--- config.mk ---
export PLATFORM = sky130hd
export DESIGN_NAME = x2050_lad_arb_flat
export DESIGN_NICKNAME = d
export VERILOG_FILES = /design/src/rtl/x2050_lad_arb_if.sv /design/src/rtl/x2050_lad_arb.sv /design/src/flat_wrapper.sv
export SDC_FILE = /design/constraint.sdc
export NUM_CORES = 1
export LEC_CHECK = 0
export ABC_AREA = 1
export BUFFER_PORTS_ARGS = -buffer_cell sky130_fd_sc_hd__buf_4
export CORE_MARGIN = 2
export CORE_UTILIZATION = 51
export CTS_CLUSTER_DIAMETER = 80
export CTS_CLUSTER_SIZE = 25
export DETAILED_ROUTE_END_ITERATION = 16
export HOLD_SLACK_MARGIN = 0.15
export PLACE_DENSITY = 0.89
export SYNTH_ARGS = -nofsm -noshare
export SYNTH_HDL_FRONTEND = slang
export SYNTH_SLANG_ARGS = --single-unit
--- constraint.sdc ---
create_clock -name i_clk -period 5.7 [get_ports i_clk]
set_clock_uncertainty 0.15 [all_clocks]
set_input_delay 1.14 -clock i_clk [delete_from_list [all_inputs] [get_ports i_clk]]
set_output_delay 1.14 -clock i_clk [all_outputs]
set_load 0.02 [all_outputs]
--- src/rtl/x2050_lad_arb_if.sv ---
// Left adder input arbiter bundle: CPU and channel
// requests in, registered adder select and status out.
interface x2050_lad_arb_if;
  logic       i_cpu_req;
  logic       i_cpu_hold;
  logic [2:0] i_cpu_lx;
  logic       i_cpu_tc;
  logic       i_ch_req;
  logic [2:0] i_ch_lx;
  logic       i_ch_tc;
  logic [1:0] i_ch_ioreg;
  logic       o_io_mode;
  logic [2:0] o_lx;
  logic       o_tc;
  logic [1:0] o_ioreg;
  logic       o_cpu_stall;
  logic       o_ch_grant;
  logic       o_ch_done;
  logic [1:0] o_state;

  modport master (
    output i_cpu_req, i_cpu_hold,
    output i_cpu_lx, i_cpu_tc,
    output i_ch_req, i_ch_lx,
    output i_ch_tc, i_ch_ioreg,
    input  o_io_mode, o_lx, o_tc,
    input  o_ioreg, o_cpu_stall,
    input  o_ch_grant, o_ch_done,
    input  o_state
  );

  modport slave (
    input  i_cpu_req, i_cpu_hold,
    input  i_cpu_lx, i_cpu_tc,
    input  i_ch_req, i_ch_lx,
    input  i_ch_tc, i_ch_ioreg,
    output o_io_mode, o_lx, o_tc,
    output o_ioreg, o_cpu_stall,
    output o_ch_grant, o_ch_done,
    output o_state
  );
endinterface

--- src/rtl/x2050_lad_arb.sv ---
// Left adder input arbiter: shares the adder between
// CPU microword cycles and channel break-in sequences.
module x2050_lad_arb #(
  parameter int BRK_CYCLES  = 4,
  parameter int MAX_CPU_RUN = 8
) (
  input logic             i_clk,
  input logic             i_reset,
  x2050_lad_arb_if.slave  bus
);

  typedef enum logic [1:0] {
    IDLE = 2'd0,
    CPU  = 2'd1,
    BRK  = 2'd2
  } state_t;

  localparam int CW =
    (BRK_CYCLES > 1) ? $clog2(BRK_CYCLES) : 1;
  localparam int RW = $clog2(MAX_CPU_RUN + 1);
  localparam logic [CW-1:0] BRK_LAST =
    CW'(BRK_CYCLES - 1);
  localparam logic [RW-1:0] RUN_MAX =
    RW'(MAX_CPU_RUN);

  state_t        state_q, state_d;
  logic [CW-1:0] brk_q, brk_d;
  logic [RW-1:0] run_q, run_d;
  logic          in_brk;
  logic          brk_last;
  logic          cpu_win;
  logic          brk_start;

  // run_q is always 0 inside BRK, so the exit
  // decision lets a requesting CPU win.
  always_comb begin
    in_brk    = (state_q == BRK);
    brk_last  = in_brk && (brk_q == BRK_LAST);
    cpu_win   = bus.i_cpu_req &
                (~bus.i_ch_req | bus.i_cpu_hold |
                 (run_q < RUN_MAX));
    brk_start = bus.i_ch_req & ~cpu_win;
    state_d   = state_q;
    brk_d     = brk_q;
    run_d     = run_q;
    if (in_brk && !brk_last) begin
      state_d = BRK;
      brk_d   = brk_q + CW'(1);
    end else if (brk_start) begin
      state_d = BRK;
      brk_d   = '0;
    end else if (cpu_win) begin
      state_d = CPU;
    end else begin
      state_d = IDLE;
    end
    if (!bus.i_ch_req || state_d == BRK) begin
      run_d = '0;
    end else if (state_d == CPU &&
                 run_q != RUN_MAX) begin
      run_d = run_q + RW'(1);
    end
  end

  assign bus.o_cpu_stall = ~i_reset &
    bus.i_cpu_req & (state_d != CPU);
  assign bus.o_state = state_q;

  always_ff @(posedge i_clk or posedge i_reset) begin
    if (i_reset) begin
      state_q        <= IDLE;
      brk_q          <= '0;
      run_q          <= '0;
      bus.o_io_mode  <= 1'b0;
      bus.o_lx       <= 3'd0;
      bus.o_tc       <= 1'b1;
      bus.o_ioreg    <= 2'd0;
      bus.o_ch_grant <= 1'b0;
      bus.o_ch_done  <= 1'b0;
    end else begin
      state_q        <= state_d;
      brk_q          <= brk_d;
      run_q          <= run_d;
      bus.o_ch_grant <= (state_d == BRK);
      bus.o_ch_done  <= (state_d == BRK) &&
                        (brk_d == BRK_LAST);
      unique case (state_d)
        CPU: begin
          bus.o_io_mode <= 1'b0;
          bus.o_lx      <= bus.i_cpu_lx;
          bus.o_tc      <= bus.i_cpu_tc;
          bus.o_ioreg   <= 2'd0;
        end
        BRK: begin
          bus.o_io_mode <= 1'b1;
          bus.o_lx      <= bus.i_ch_lx;
          bus.o_tc      <= bus.i_ch_tc;
          bus.o_ioreg   <= bus.i_ch_ioreg;
        end
        default: begin
          bus.o_io_mode <= 1'b0;
          bus.o_lx      <= 3'd0;
          bus.o_tc      <= 1'b1;
          bus.o_ioreg   <= 2'd0;
        end
      endcase
    end
  end

endmodule
--- src/flat_wrapper.sv ---
// flat-port wrapper written by rule: the top's interface ports become plain ports
module x2050_lad_arb_flat 
#(
  parameter int BRK_CYCLES  = 4,
  parameter int MAX_CPU_RUN = 8
)
  (i_clk, i_reset, bus_i_cpu_req, bus_i_cpu_hold, bus_i_cpu_lx, bus_i_cpu_tc, bus_i_ch_req, bus_i_ch_lx, bus_i_ch_tc, bus_i_ch_ioreg, bus_o_io_mode, bus_o_lx, bus_o_tc, bus_o_ioreg, bus_o_cpu_stall, bus_o_ch_grant, bus_o_ch_done, bus_o_state);
  x2050_lad_arb_if bus_i ();
  input logic i_clk;
  input logic i_reset;
  input wire logic [$bits(bus_i.i_cpu_req)-1:0] bus_i_cpu_req;
  input wire logic [$bits(bus_i.i_cpu_hold)-1:0] bus_i_cpu_hold;
  input wire logic [$bits(bus_i.i_cpu_lx)-1:0] bus_i_cpu_lx;
  input wire logic [$bits(bus_i.i_cpu_tc)-1:0] bus_i_cpu_tc;
  input wire logic [$bits(bus_i.i_ch_req)-1:0] bus_i_ch_req;
  input wire logic [$bits(bus_i.i_ch_lx)-1:0] bus_i_ch_lx;
  input wire logic [$bits(bus_i.i_ch_tc)-1:0] bus_i_ch_tc;
  input wire logic [$bits(bus_i.i_ch_ioreg)-1:0] bus_i_ch_ioreg;
  output wire logic [$bits(bus_i.o_io_mode)-1:0] bus_o_io_mode;
  output wire logic [$bits(bus_i.o_lx)-1:0] bus_o_lx;
  output wire logic [$bits(bus_i.o_tc)-1:0] bus_o_tc;
  output wire logic [$bits(bus_i.o_ioreg)-1:0] bus_o_ioreg;
  output wire logic [$bits(bus_i.o_cpu_stall)-1:0] bus_o_cpu_stall;
  output wire logic [$bits(bus_i.o_ch_grant)-1:0] bus_o_ch_grant;
  output wire logic [$bits(bus_i.o_ch_done)-1:0] bus_o_ch_done;
  output wire logic [$bits(bus_i.o_state)-1:0] bus_o_state;
  assign bus_i.i_cpu_req = bus_i_cpu_req;
  assign bus_i.i_cpu_hold = bus_i_cpu_hold;
  assign bus_i.i_cpu_lx = bus_i_cpu_lx;
  assign bus_i.i_cpu_tc = bus_i_cpu_tc;
  assign bus_i.i_ch_req = bus_i_ch_req;
  assign bus_i.i_ch_lx = bus_i_ch_lx;
  assign bus_i.i_ch_tc = bus_i_ch_tc;
  assign bus_i.i_ch_ioreg = bus_i_ch_ioreg;
  assign bus_o_io_mode = bus_i.o_io_mode;
  assign bus_o_lx = bus_i.o_lx;
  assign bus_o_tc = bus_i.o_tc;
  assign bus_o_ioreg = bus_i.o_ioreg;
  assign bus_o_cpu_stall = bus_i.o_cpu_stall;
  assign bus_o_ch_grant = bus_i.o_ch_grant;
  assign bus_o_ch_done = bus_i.o_ch_done;
  assign bus_o_state = bus_i.o_state;
  x2050_lad_arb #(.BRK_CYCLES(BRK_CYCLES), .MAX_CPU_RUN(MAX_CPU_RUN)) u_core (.i_clk(i_clk), .i_reset(i_reset), .bus(bus_i));
endmodule
; Yosys cells after proc, flatten, opt, wreduce, memory -nomap -nowiden
; Cells that the tools add are included.
[word_totals]
reg_bits = 17
output_inout_bits = 12
input_bits = 15
word_cells = 47
[classes]
eq_ne = 7
mux = 11
order_cmp = 1
n_reduce_logical = 8
add_sub_neg = 2
bitwise_logic = 9
[ops]
columns = operator, count
row1 = $mux 2, 5
row2 = $eq 2x2->1 const B, 4
row3 = $mux 4, 2
row4 = $pmux 3 s2, 1
row5 = $add 4x1->4 const B, 1
row6 = $and 1x1->1, 4
row7 = $logic_and 1x1->1, 4
row8 = $lt 4x4->1 const B, 1
row9 = $ne 4x4->1 const B, 1
row10 = $not 1->1, 3
row11 = $add 2x1->2 const B, 1
row12 = $eq 2x1->1 const B, 1
row13 = $logic_not 1->1, 2
row14 = $mux 1, 2
row15 = $ne 2x1->1 const B, 1
row16 = $or 1x1->1, 2
row17 = $pmux 1 s2, 1
row18 = $reduce_bool 2->1, 1
row19 = $logic_or 1x1->1, 1

; Depth between registers and ports, before layout
; Gate-level depths: netlist of run 1.
[depth]
word_depth = 12
mapped_depth = 11
depth_no_buf = 11

; Worst setup path before layout of run 1
; No wires, ideal clock.
[synth_timing]
kind = input to output
startpoint = input port bus_i_cpu_hold
endpoint = output port bus_o_cpu_stall
stages = 8
required_time_ns = 4.410
setup_slack_ns = 2.333
t_arrival_ns = 2.077
n_path_buf = 0
cell_sequence = inv_1 nand3_1 nand2_1 nand2_1 nand2_1 inv_1 ha_1 nor2_1
[synth_via]
elab_chain_len = 9
elab_cells_between_ends = 10
classes_between = eq/ne (1) / mux (3) / bitwise (6)
[synth_lines]
columns = element, line_no
row1 = start: declaration, flat_wrapper.sv:12  ; input wire logic [$bits(bus_i.i_cpu_hold)-1:0] bus_i_cpu_hold;
row2 = $or 1x1->1 (2 in series), x2050_lad_arb.sv:40  ; (~bus.i_ch_req | bus.i_cpu_hold |
row3 = $and 1x1->1, x2050_lad_arb.sv:39  ; cpu_win = bus.i_cpu_req &
row4 = $not 1->1, x2050_lad_arb.sv:42  ; brk_start = bus.i_ch_req & ~cpu_win;
row5 = $and 1x1->1, x2050_lad_arb.sv:42
row6 = $mux 2, x2050_lad_arb.sv:49  ; end else if (brk_start) begin
row7 = $mux 2, x2050_lad_arb.sv:46  ; if (in_brk && !brk_last) begin
row8 = via u_core.state_d[1], x2050_lad_arb.sv:26  ; state_t state_q, state_d;
row9 = $ne 2x1->1, x2050_lad_arb.sv:66  ; bus.i_cpu_req & (state_d != CPU);
row10 = $and 1x1->1, x2050_lad_arb.sv:66
row11 = end: declaration, flat_wrapper.sv:23  ; output wire logic [$bits(bus_i.o_cpu_stall)-1:0] bus_o_cpu_stall;
; The timed path passes the listed nets, and every way through them passes these cells.

; Final worst setup path of run 1
; Same ends and word-level chain as after synthesis.

==> results by group, run 1 <==
Min path
  • Worst hold stages: 2
  • Hold Path End: u_core.run_q[1]$_DFFE_PP0P_
  • HP Class: register to register
  • HP Start: u_core.run_q[1]$_DFFE_PP0P_

Clock tree
  • CTS Hold Bufs: 0
  • Clock-pin transition on the worst setup and hold timing paths: 90 ps
  • CTS Sinks: 16
  • CTS root buffer: clkbuf_4
  • Clock Latency Late Sink: 280 ps
  • Htree depth: 1
  • Num CTS Buffers: 3
  • Max clock buf depth: 2
  • CTS resizes: 0
  • Setup bufs post-CTS: 0
  • CTS tree: yes

Final layout
  • Most common cell after layout, fill and taps aside: buf_4
  • Post-route cell area: 1046 um^2
  • Final nets: approximately 140
  • Layout cells sized above 1: 0.2917
  • Commonest cells after routing, fill and taps aside: buf_4 (26), nand2_1 (22), inv_1 (16), dfrtp_1 (15), nand3_1 (12)
  • Non-Filler Instances: 136
  • Ant diodes: 0
  • Area Growth Syn to Fin: 30.42%

Setup path
  • Arrival time worst endpoint: 2210 ps
  • Most frequent CP cell: nand2_1
  • Crit-path cells: buf_4 -> inv_1 -> nand3_1 -> nand2_1 -> nand2_1 -> nand2_1 -> inv_1 -> ha_1 -> nor2_1 -> buf_4
  • CP max stage delay: roughly 270 ps
  • CP max FO: 6
  • Slowest CP cell: ha_1
  • Worst path required time: 4410 ps
  • Reg2reg setup slack: 3590 ps
  • Nature of the critical path endpoint: output port
  • FF-to-FF path depth: 9
  • CP Launch Type: input port
  • Crit Reg-Reg Startpoint: u_core.brk_q[0]$_DFF_PP0_
  • Setup CP Type: input port to output port
  • Worst R2R End: u_core.run_q[1]$_DFFE_PP0P_

Synthesis
  • Syn Nets: 112
  • Yosys cell types: 17
  • Syn Inst Count: slightly above 90
  • FF+latch count, synth: 16
  • Yosys Warn Count: 0
  • Mapped Area: 802.0 um^2
  • Syn_area_per_cell: 8.813 um^2
  • Sequential-to-total area share from yosys stat: 0.5008

Pwr
  • Flop pwr share: 0.415
  • Psw: 136.5 uW
  • Leak: about 0.00061 uW
  • Power per cell area: 360.6 nW/um^2
  • Sw Share: 0.3619
  • Peak supply drop: 0.1829 mV
  • Comb pwr share: 0.388
  • Clock group share of total power: 0.197
  • Internal: 240.7 uW

Routing
  • First DRT Iteration DRCs: 15
  • Pre-antenna DRT Iters: 4
  • Antenna violation net count after detailed routing: 0
  • DRC viols: 0
  • Routed len/inst: 10.89 um
  • Final wirelength: around 1.5 mm
  • Drt via density: 4.890
  • Via Count: between 600 and 700

Global route
  • Global Route Usage Sum: 0.1690
  • Vias in the first global route: 611
  • Largest net degree at the start of global routing: 18
  • First-pass GRT wire length: between 2 and 2.5 mm
  • Initial antenna violation count: 0
  • GRT Residual Overflow: 0

Timing
  • Total Neg Setup Slack: 0 ps
  • Setup ws final: 2196 ps
  • Final period util: 0.6147
  • Final-report hold violation count: 0
  • Max Transition Viols Final: 0
  • Finish-stage setup viols: 0
  • Min Tclk post-route: about 3500 ps
  • Fmax: 0.2854 GHz
  • Worst-Margin Slew: about 610 ps
  • RSZ-0062 raised after global routing: false
  • Worst rel slew slack: 0.5900

Placement
  • DP Area: roughly 1000 um^2
  • Final RePlAce weighted congestion: 0.6894
  • Cells after DPL: 132
  • HPWL after DPL: 1.201 mm
  • Pre-CTS WS: 2198 ps
  • # port buffers: 26

Job
  • Maxcap violations: 0

Die
  • Die X: 43.66 um
  • DIE AREA: ~1900 um^2
  • Rows: 14
  • Starting density of the core: 0.5387
  • Core Area: approximately 1500 um^2
  • I/O pin count: 27
  • Vert. Die Dim: 43.66 um

Run status
  • Status: finished clean
cells by family after synthesis:
kind of cell | count (synthesis) | share of synthesized area
and+or+nand+nor | 44 | 0.2372
buffers and inverters | 18 | 0.08893
DFF | 16 | 0.5008
adders and majority gates | 6 | 0.09360
AOI/OAI and AO/OA | 5 | 0.05772
xor gates and xnor gates | 2 | 0.02184
critical path, delay by kind of cell:
| kind | cells | cell delay [ps] |
|---|---|---|
| AND/OR/NAND/NOR | 5 | 450 |
| buffers and inverters | 4 | 350 |
| adder cells (fa/ha/maj) | 1 | 270 |
sequential cells by signal (all words and copies together) (netlist names):
signal and cells:
u_core.bus.o_ioreg 2, u_core.bus.o_state 2, u_core.brk_q 2, u_core.bus.o_tc 1
u_core.bus.o_lx 3, u_core.bus.o_ch_grant 1, u_core.bus.o_ch_done 1, u_core.run_q 4
cell usage after synthesis:
master | count | area [um^2]
nand2_1 | 22 | 82.58
inv_1 | 16 | 60.06
dfrtp_1 | 15 | 375.4
nand3_1 | 12 | 60.06
ha_1 | 6 | 75.07
nor2_1 | 6 | 22.52
a21oi_1 | 3 | 15.01
xor2_1 | 2 | 17.52
a221o_1 | 1 | 10.01
and2_1 | 1 | 6.260
buf_4 | 1 | 7.510
dfstp_2 | 1 | 26.28
inv_2 | 1 | 3.750
nand2_2 | 1 | 6.260
nand4_1 | 1 | 6.260
o31ai_4 | 1 | 21.27
or2_2 | 1 | 6.260
layer usage:
layer | part of all wire | GRT usage | routed length [um]
met1 | 0.43 | 0.2011 | 631
met4 | 0 | 0.01818 | 0
met3 | 0.057 | 0.04167 | 85
met5 | 0 | 0 | 0
met2 | 0.52 | 0.3147 | 764
metrics by stage:
| stage | hold slack [ps] | power [uW] | utilization |
|---|---|---|---|
| finish | 422.8 | 377.2 | 0.7025 |
| global route | 445.3 | 400.3 | 0.7025 |
| CTS | 424.8 | 379.0 | 0.7025 |
| detailed placement | 402.3 | 307.3 | 0.6782 |
| global placement | 382.0 | 298.2 | 0.6782 |
| floorplan | 341.5 | 254.5 | - |
power groups by stage:
| stage | clock network [uW] | registers (uW) | logic [uW] |
|---|---|---|---|
| 6_report | 74.3 | 156 | 146 |
| 5_1_grt | 78.1 | 160 | 163 |
| 4_1_cts | 73.9 | 157 | 148 |
| 3_5_place_dp | 0 | 159 | 148 |
| 3_3_place_gp | 0 | 158 | 140 |
| 2_1_floorplan | 0 | 176 | 78.8 |
worst max path at each step:
| stage | from | end | slack (ps) | depth (start not counted) |
|---|---|---|---|---|
| 6_report | bus_i_cpu_hold | bus_o_cpu_stall | 2200 | 10 |
| 5_1_grt | bus_i_cpu_hold | bus_o_cpu_stall | 2090 | 10 |
| 4_1_cts | bus_i_cpu_hold | bus_o_cpu_stall | 2190 | 10 |
| 3_5_place_dp | bus_i_cpu_hold | bus_o_cpu_stall | 2200 | 10 |
| 3_3_place_gp | bus_i_cpu_hold | bus_o_cpu_stall | 2240 | 10 |
| 2_1_floorplan | bus_i_cpu_hold | bus_o_cpu_stall | 2330 | 8 |
cell type report:
type                       count  area (um^2)
clock buffer                   4        36.28
fill                         107        442.9
inverter                      17        63.81
multi-input combinational     57        329.1
sequential                    16        401.6
tap                           16        20.02
timing repair buffer          26        195.2
Note: power is estimated with default switching activity, not from simulation.
==> run 2: changes to the inputs <==
--- a/config.mk
+++ b/config.mk
@@ -5,15 +5,15 @@
 export SDC_FILE = /design/constraint.sdc
 export NUM_CORES = 1
 export LEC_CHECK = 0
-export ABC_AREA = 1
+export ABC_AREA = 0
 export BUFFER_PORTS_ARGS = -buffer_cell sky130_fd_sc_hd__buf_4
 export CORE_MARGIN = 2
-export CORE_UTILIZATION = 51
+export CORE_UTILIZATION = 48
 export CTS_CLUSTER_DIAMETER = 80
 export CTS_CLUSTER_SIZE = 25
 export DETAILED_ROUTE_END_ITERATION = 16
 export HOLD_SLACK_MARGIN = 0.15
-export PLACE_DENSITY = 0.89
+export PLACE_DENSITY = 0.84
 export SYNTH_ARGS = -nofsm -noshare
 export SYNTH_HDL_FRONTEND = slang
 export SYNTH_SLANG_ARGS = --single-unit
==> constraint.sdc (replaced) <==
create_clock -name i_clk -period 3.36 [get_ports i_clk]
set_clock_uncertainty 0.15 [all_clocks]
set_input_delay 0.672 -clock i_clk [delete_from_list [all_inputs] [get_ports i_clk]]
set_output_delay 0.672 -clock i_clk [all_outputs]
set_load 0.02 [all_outputs]
==> run 2 against run 1 <==
Via count down 7.8%; critical path depth down 3; first-iteration DRC count up 27%; largest power group unchanged; largest cell class unchanged; highest routed layer is now met4; synthesized cell count down 21%; sequential share of layout area about the same; utilization down 3.1 points; wire length up 2.2%; cell area up 0.12%; global-route usage up 1.7 points.
==> results by group, run 2 <==
Timing
  • Worst rel slew slack: 0.6154 (was 0.5900)
  • Fmax: 0.3113 GHz
  • Finish-stage setup viols: 0 (unchanged)
  • RSZ-0062 raised after global routing: false (unchanged)
  • Max Transition Viols Final: 0 (unchanged)
  • Total Neg Setup Slack: 0 ps (unchanged)
  • Min Tclk post-route: 3212 ps
  • Final-report hold violation count: 0 (unchanged)
  • Worst-Margin Slew: 576.3 ps (was 614.3 ps)
  • Setup ws final: 148.1 ps (was 2196 ps)
  • Final period util: 0.9559

Pwr
  • Peak supply drop: 0.3872 mV (was 0.1829 mV)
  • Power per cell area: 610.2 nW/um^2 (was 360.6 nW/um^2)
  • Pwr Total: 639.0 uW (was 377.2 uW)
  • Leak: 0.0005205 uW (was 0.0006085 uW)

Placement
  • Final RePlAce weighted congestion: 0.8103 (was 0.6894)
  • # port buffers: 26 (unchanged)
  • HPWL after DPL: 1.190 mm (was 1.201 mm)
  • Pre-CTS WS: 503.5 ps (was 2198 ps)
  • Cells after DPL: 112 (was 132)
  • DP Area: 1021 um^2 (was 1010 um^2)

Setup path
  • Slowest CP cell: or3b_2 (was ha_1)
  • Worst R2R End: u_core.run_q[0]$_DFFE_PP0P_ (was u_core.run_q[1]$_DFFE_PP0P_)
  • CP max stage delay: 470 ps (was 270 ps)
  • Arrival time worst endpoint: 2390 ps (was 2210 ps)
  • Reg2reg setup slack: 880 ps (was 3590 ps)
  • Critical path origin: u_core.brk_q[0]$_DFF_PP0_ (was bus_i_cpu_hold)
  • Worst path required time: 2540 ps (was 4410 ps)
  • Delay-heaviest family, CP: simple AND/OR/NAND/NOR gates (unchanged)
  • Most frequent CP cell: ha_1 (was nand2_1)
  • CP max FO: 8 (was 6)
  • CP Launch Type: register (was input port)
  • Crit Reg-Reg Startpoint: u_core.brk_q[0]$_DFF_PP0_ (unchanged)
  • WP buf/inv: 2 (was 4)
  • Setup CP Type: register to output port (was input port to output port)
  • CP Capture Point: bus_o_cpu_stall (unchanged)
  • Nature of the critical path endpoint: output port (unchanged)
  • Crit-path cells: ha_1 -> or3b_2 -> nand3_1 -> inv_1 -> ha_1 -> nor3b_1 -> buf_4 (was buf_4 -> inv_1 -> nand3_1 -> nand2_1 -> nand2_1 -> nand2_1 -> inv_1 -> ha_1 -> nor2_1 -> buf_4)
  • Levels on crit path: 7 (was 10)
  • FF-to-FF path depth: 7 (was 9)

Final layout
  • Ant diodes: 0 (unchanged)
  • Post-route cell area: 1047 um^2 (was 1046 um^2)
  • Largest registers: u_core.run_q: 4 flops, u_core.bus.o_lx: 3 flops (unchanged)
  • Most common cell after layout, fill and taps aside: buf_4 (unchanged)
  • Largest register by flop count: u_core.run_q (unchanged)
  • Layout cells sized above 1: 0.4100 (was 0.2917)
  • Final nets: 122 (was 142)
  • # fillers: 129 (was 107)
  • Area Growth Syn to Fin: 27.59% (was 30.42%)
  • Commonest cells after routing, fill and taps aside: buf_4 (26), dfrtp_1 (15), nor2_1 (6), ha_1 (6), inv_1 (5) (was buf_4 (26), nand2_1 (22), inv_1 (16), dfrtp_1 (15), nand3_1 (12))
  • Max reg flops: 4 (unchanged)
  • Non-Filler Instances: 116 (was 136)

Routing
  • DRC viols: 0 (unchanged)
  • First DRT Iteration DRCs: 19 (was 15)
  • Pre-antenna DRT Iters: 4 (unchanged)
  • Final wirelength: 1.513 mm (was 1.481 mm)
  • Antenna violation net count after detailed routing: 0 (unchanged)
  • Drt via density: 5.284 (was 4.890)
  • Via Count: 613 (was 665)
  • Routed len/inst: 13.04 um (was 10.89 um)

Global route
  • Vias in the first global route: 583 (was 611)
  • First-pass GRT wire length: 2.539 mm (was 2.428 mm)
  • Largest net degree at the start of global routing: 17 (was 18)
  • Initial antenna violation count: 0 (unchanged)
  • Global Route Usage Sum: 0.1858 (was 0.1690)
  • GRT Residual Overflow: 0 (unchanged)

Synthesis
  • Adder-Cell Fraction of Synth Area: 0.09146 (was 0.09360)
  • Number of flops mapped to enable cells by yosys: 0 (unchanged)
  • Syn Nets: 93 (was 112)
  • Yosys Warn Count: 0 (unchanged)
  • Post-synthesis compound-gate area fraction: 0.1280 (was 0.05772)
  • FF+latch count, synth: 16 (unchanged)
  • Syn_area_per_cell: 11.40 um^2 (was 8.813 um^2)
  • Top_reg_cell synth: dfrtp_1 (unchanged)
  • Cell with the most instances after synthesis: dfrtp_1 (was nand2_1)
  • Leading post-synthesis cells by instance count: dfrtp_1 (15), ha_1 (6), nor2_1 (6) (was nand2_1 (22), inv_1 (16), dfrtp_1 (15))
  • Mapped Area: 820.8 um^2 (was 802.0 um^2)
  • Largest family of logic cells by synthesized area: simple AND/OR/NAND/NOR gates (unchanged)
  • Cell taking the most area after synthesis: dfrtp_1 (unchanged)
  • Post-synthesis mux area share: 0.03049 (was 0)
  • Syn Inst Count: 72 (was 91)
  • Sequential-to-total area share from yosys stat: 0.4893 (was 0.5008)
  • FFs w/ async S/R, synth: 1.000 (unchanged)
  • Yosys top cell area share: 0.4573 (was 0.4680)
  • Post-Synth Simple-Gate Area: 0.2195 (was 0.2371)
  • Yosys cell types: 30 (was 17)
  • Synth Area in XOR/XNOR: 0 (was 0.02184)
  • Top post-synthesis cells by area: dfrtp_1 (46%), ha_1 (9.1%), dfstp_2 (3.2%) (was dfrtp_1 (47%), nand2_1 (10%), ha_1 (9.4%))

Die
  • DIE AREA: 2057 um^2 (was 1906 um^2)
  • Vert. Die Dim: 45.35 um (was 43.66 um)
  • I/O pin count: 27 (unchanged)
  • Rows: 14 (unchanged)
  • Die X: 45.35 um (was 43.66 um)
  • Core Area: 1559 um^2 (was 1489 um^2)
  • Starting density of the core: 0.5265 (was 0.5387)

Job
  • Maxcap violations: 0 (unchanged)

Clock tree
  • Num CTS Buffers: 3 (unchanged)
  • CTS tree: yes (unchanged)
  • Clock Latency Late Sink: 300 ps (was 280 ps)
  • Max clock buf depth: 2 (unchanged)
  • CTS Sinks: 16 (unchanged)
  • CTS Hold Bufs: 0 (unchanged)
  • Htree depth: 1 (unchanged)
  • Setup bufs post-CTS: 0 (unchanged)
  • Clock-pin transition on the worst setup and hold timing paths: 90 ps (about the same)
  • CTS root buffer: clkbuf_4 (unchanged)
  • CTS resizes: 0 (unchanged)

Min path
  • HP Class: input port to asynchronous set/reset pin (was register to register)

Run status
  • Status: finished clean (unchanged)
-- run 2: how the worst min path moves through the flow --
stage / to / slack (ps) / cells after the start
after global routing: u_core.brk_q[0]$_DFF_PP0_ / 350 / 2
final: u_core.brk_q[1]$_DFF_PP0_ / 280 / 2
after global placement: u_core.run_q[2]$_DFFE_PP0P_ / 400 / 2
after detailed placement: u_core.bus.o_ch_done$_DFF_PP0_ / 400 / 2
after CTS: u_core.brk_q[1]$_DFF_PP0_ / 310 / 2
after floorplan: u_core.bus.o_ch_done$_DFF_PP0_ / 380 / 2
-- run 2: layout make-up --
| type | count | area [um^2] | share of cell area |
|---|---|---|---|
| Inverter | 5 | 18.77 | 0.01792 |
| Timing Repair Buffer | 26 | 195.2 | 0.1864 |
| Clock buffer | 4 | 26.28 | 0.02509 |
| Sequential cell | 16 | 401.6 | 0.3835 |
| Multi-Input combinational cell | 49 | 385.4 | 0.3680 |
| Tap cell | 16 | 20.02 | 0.01912 |
-- run 2: metal layers --
metal | GRT usage | vias to the layer above | share of wire
li1 | - | 308 | -
met1 | 0.2205 | 272 | 0.46
met2 | 0.2800 | 28 | 0.44
met3 | 0.06800 | 5 | 0.071
met4 | 0.1235 | 0 | 0.026
met5 | 0 | - | 0
-- run 2: cells by family after synthesis --
logic type,after synthesis
compound gates,12
fa+ha+maj,6
buf+inv,7
flops,16
mux,2
simple gates,29
-- run 2: worst register-to-register path: cells and delay by family, from the launching register on --
family / cells / cell delay (ps)
AND/OR/NAND/NOR: 2 / 620
adder cells (fa/ha/maj): 2 / 560
flip-flops: 1 / 430
multiplexers: 1 / 310
AO/OA/AOI/OAI: 1 / 220
buffers and inverters: 1 / 70
-- run 2: per-stage QoR --
step	hold slack (ps)	util
final	284.8	0.6718
after global routing	348.0	0.6718
after floorplan	375.4	-
after global placement	397.2	0.6549
after CTS	305.2	0.6718
after detailed placement	404.2	0.6549
-- run 2: where the power goes --
part	switching, uW	total [uW]	internal, uW
registers	28.6	270	241
clock network	59.9	106	46.3
logic	141	263	123
total	229	639	410
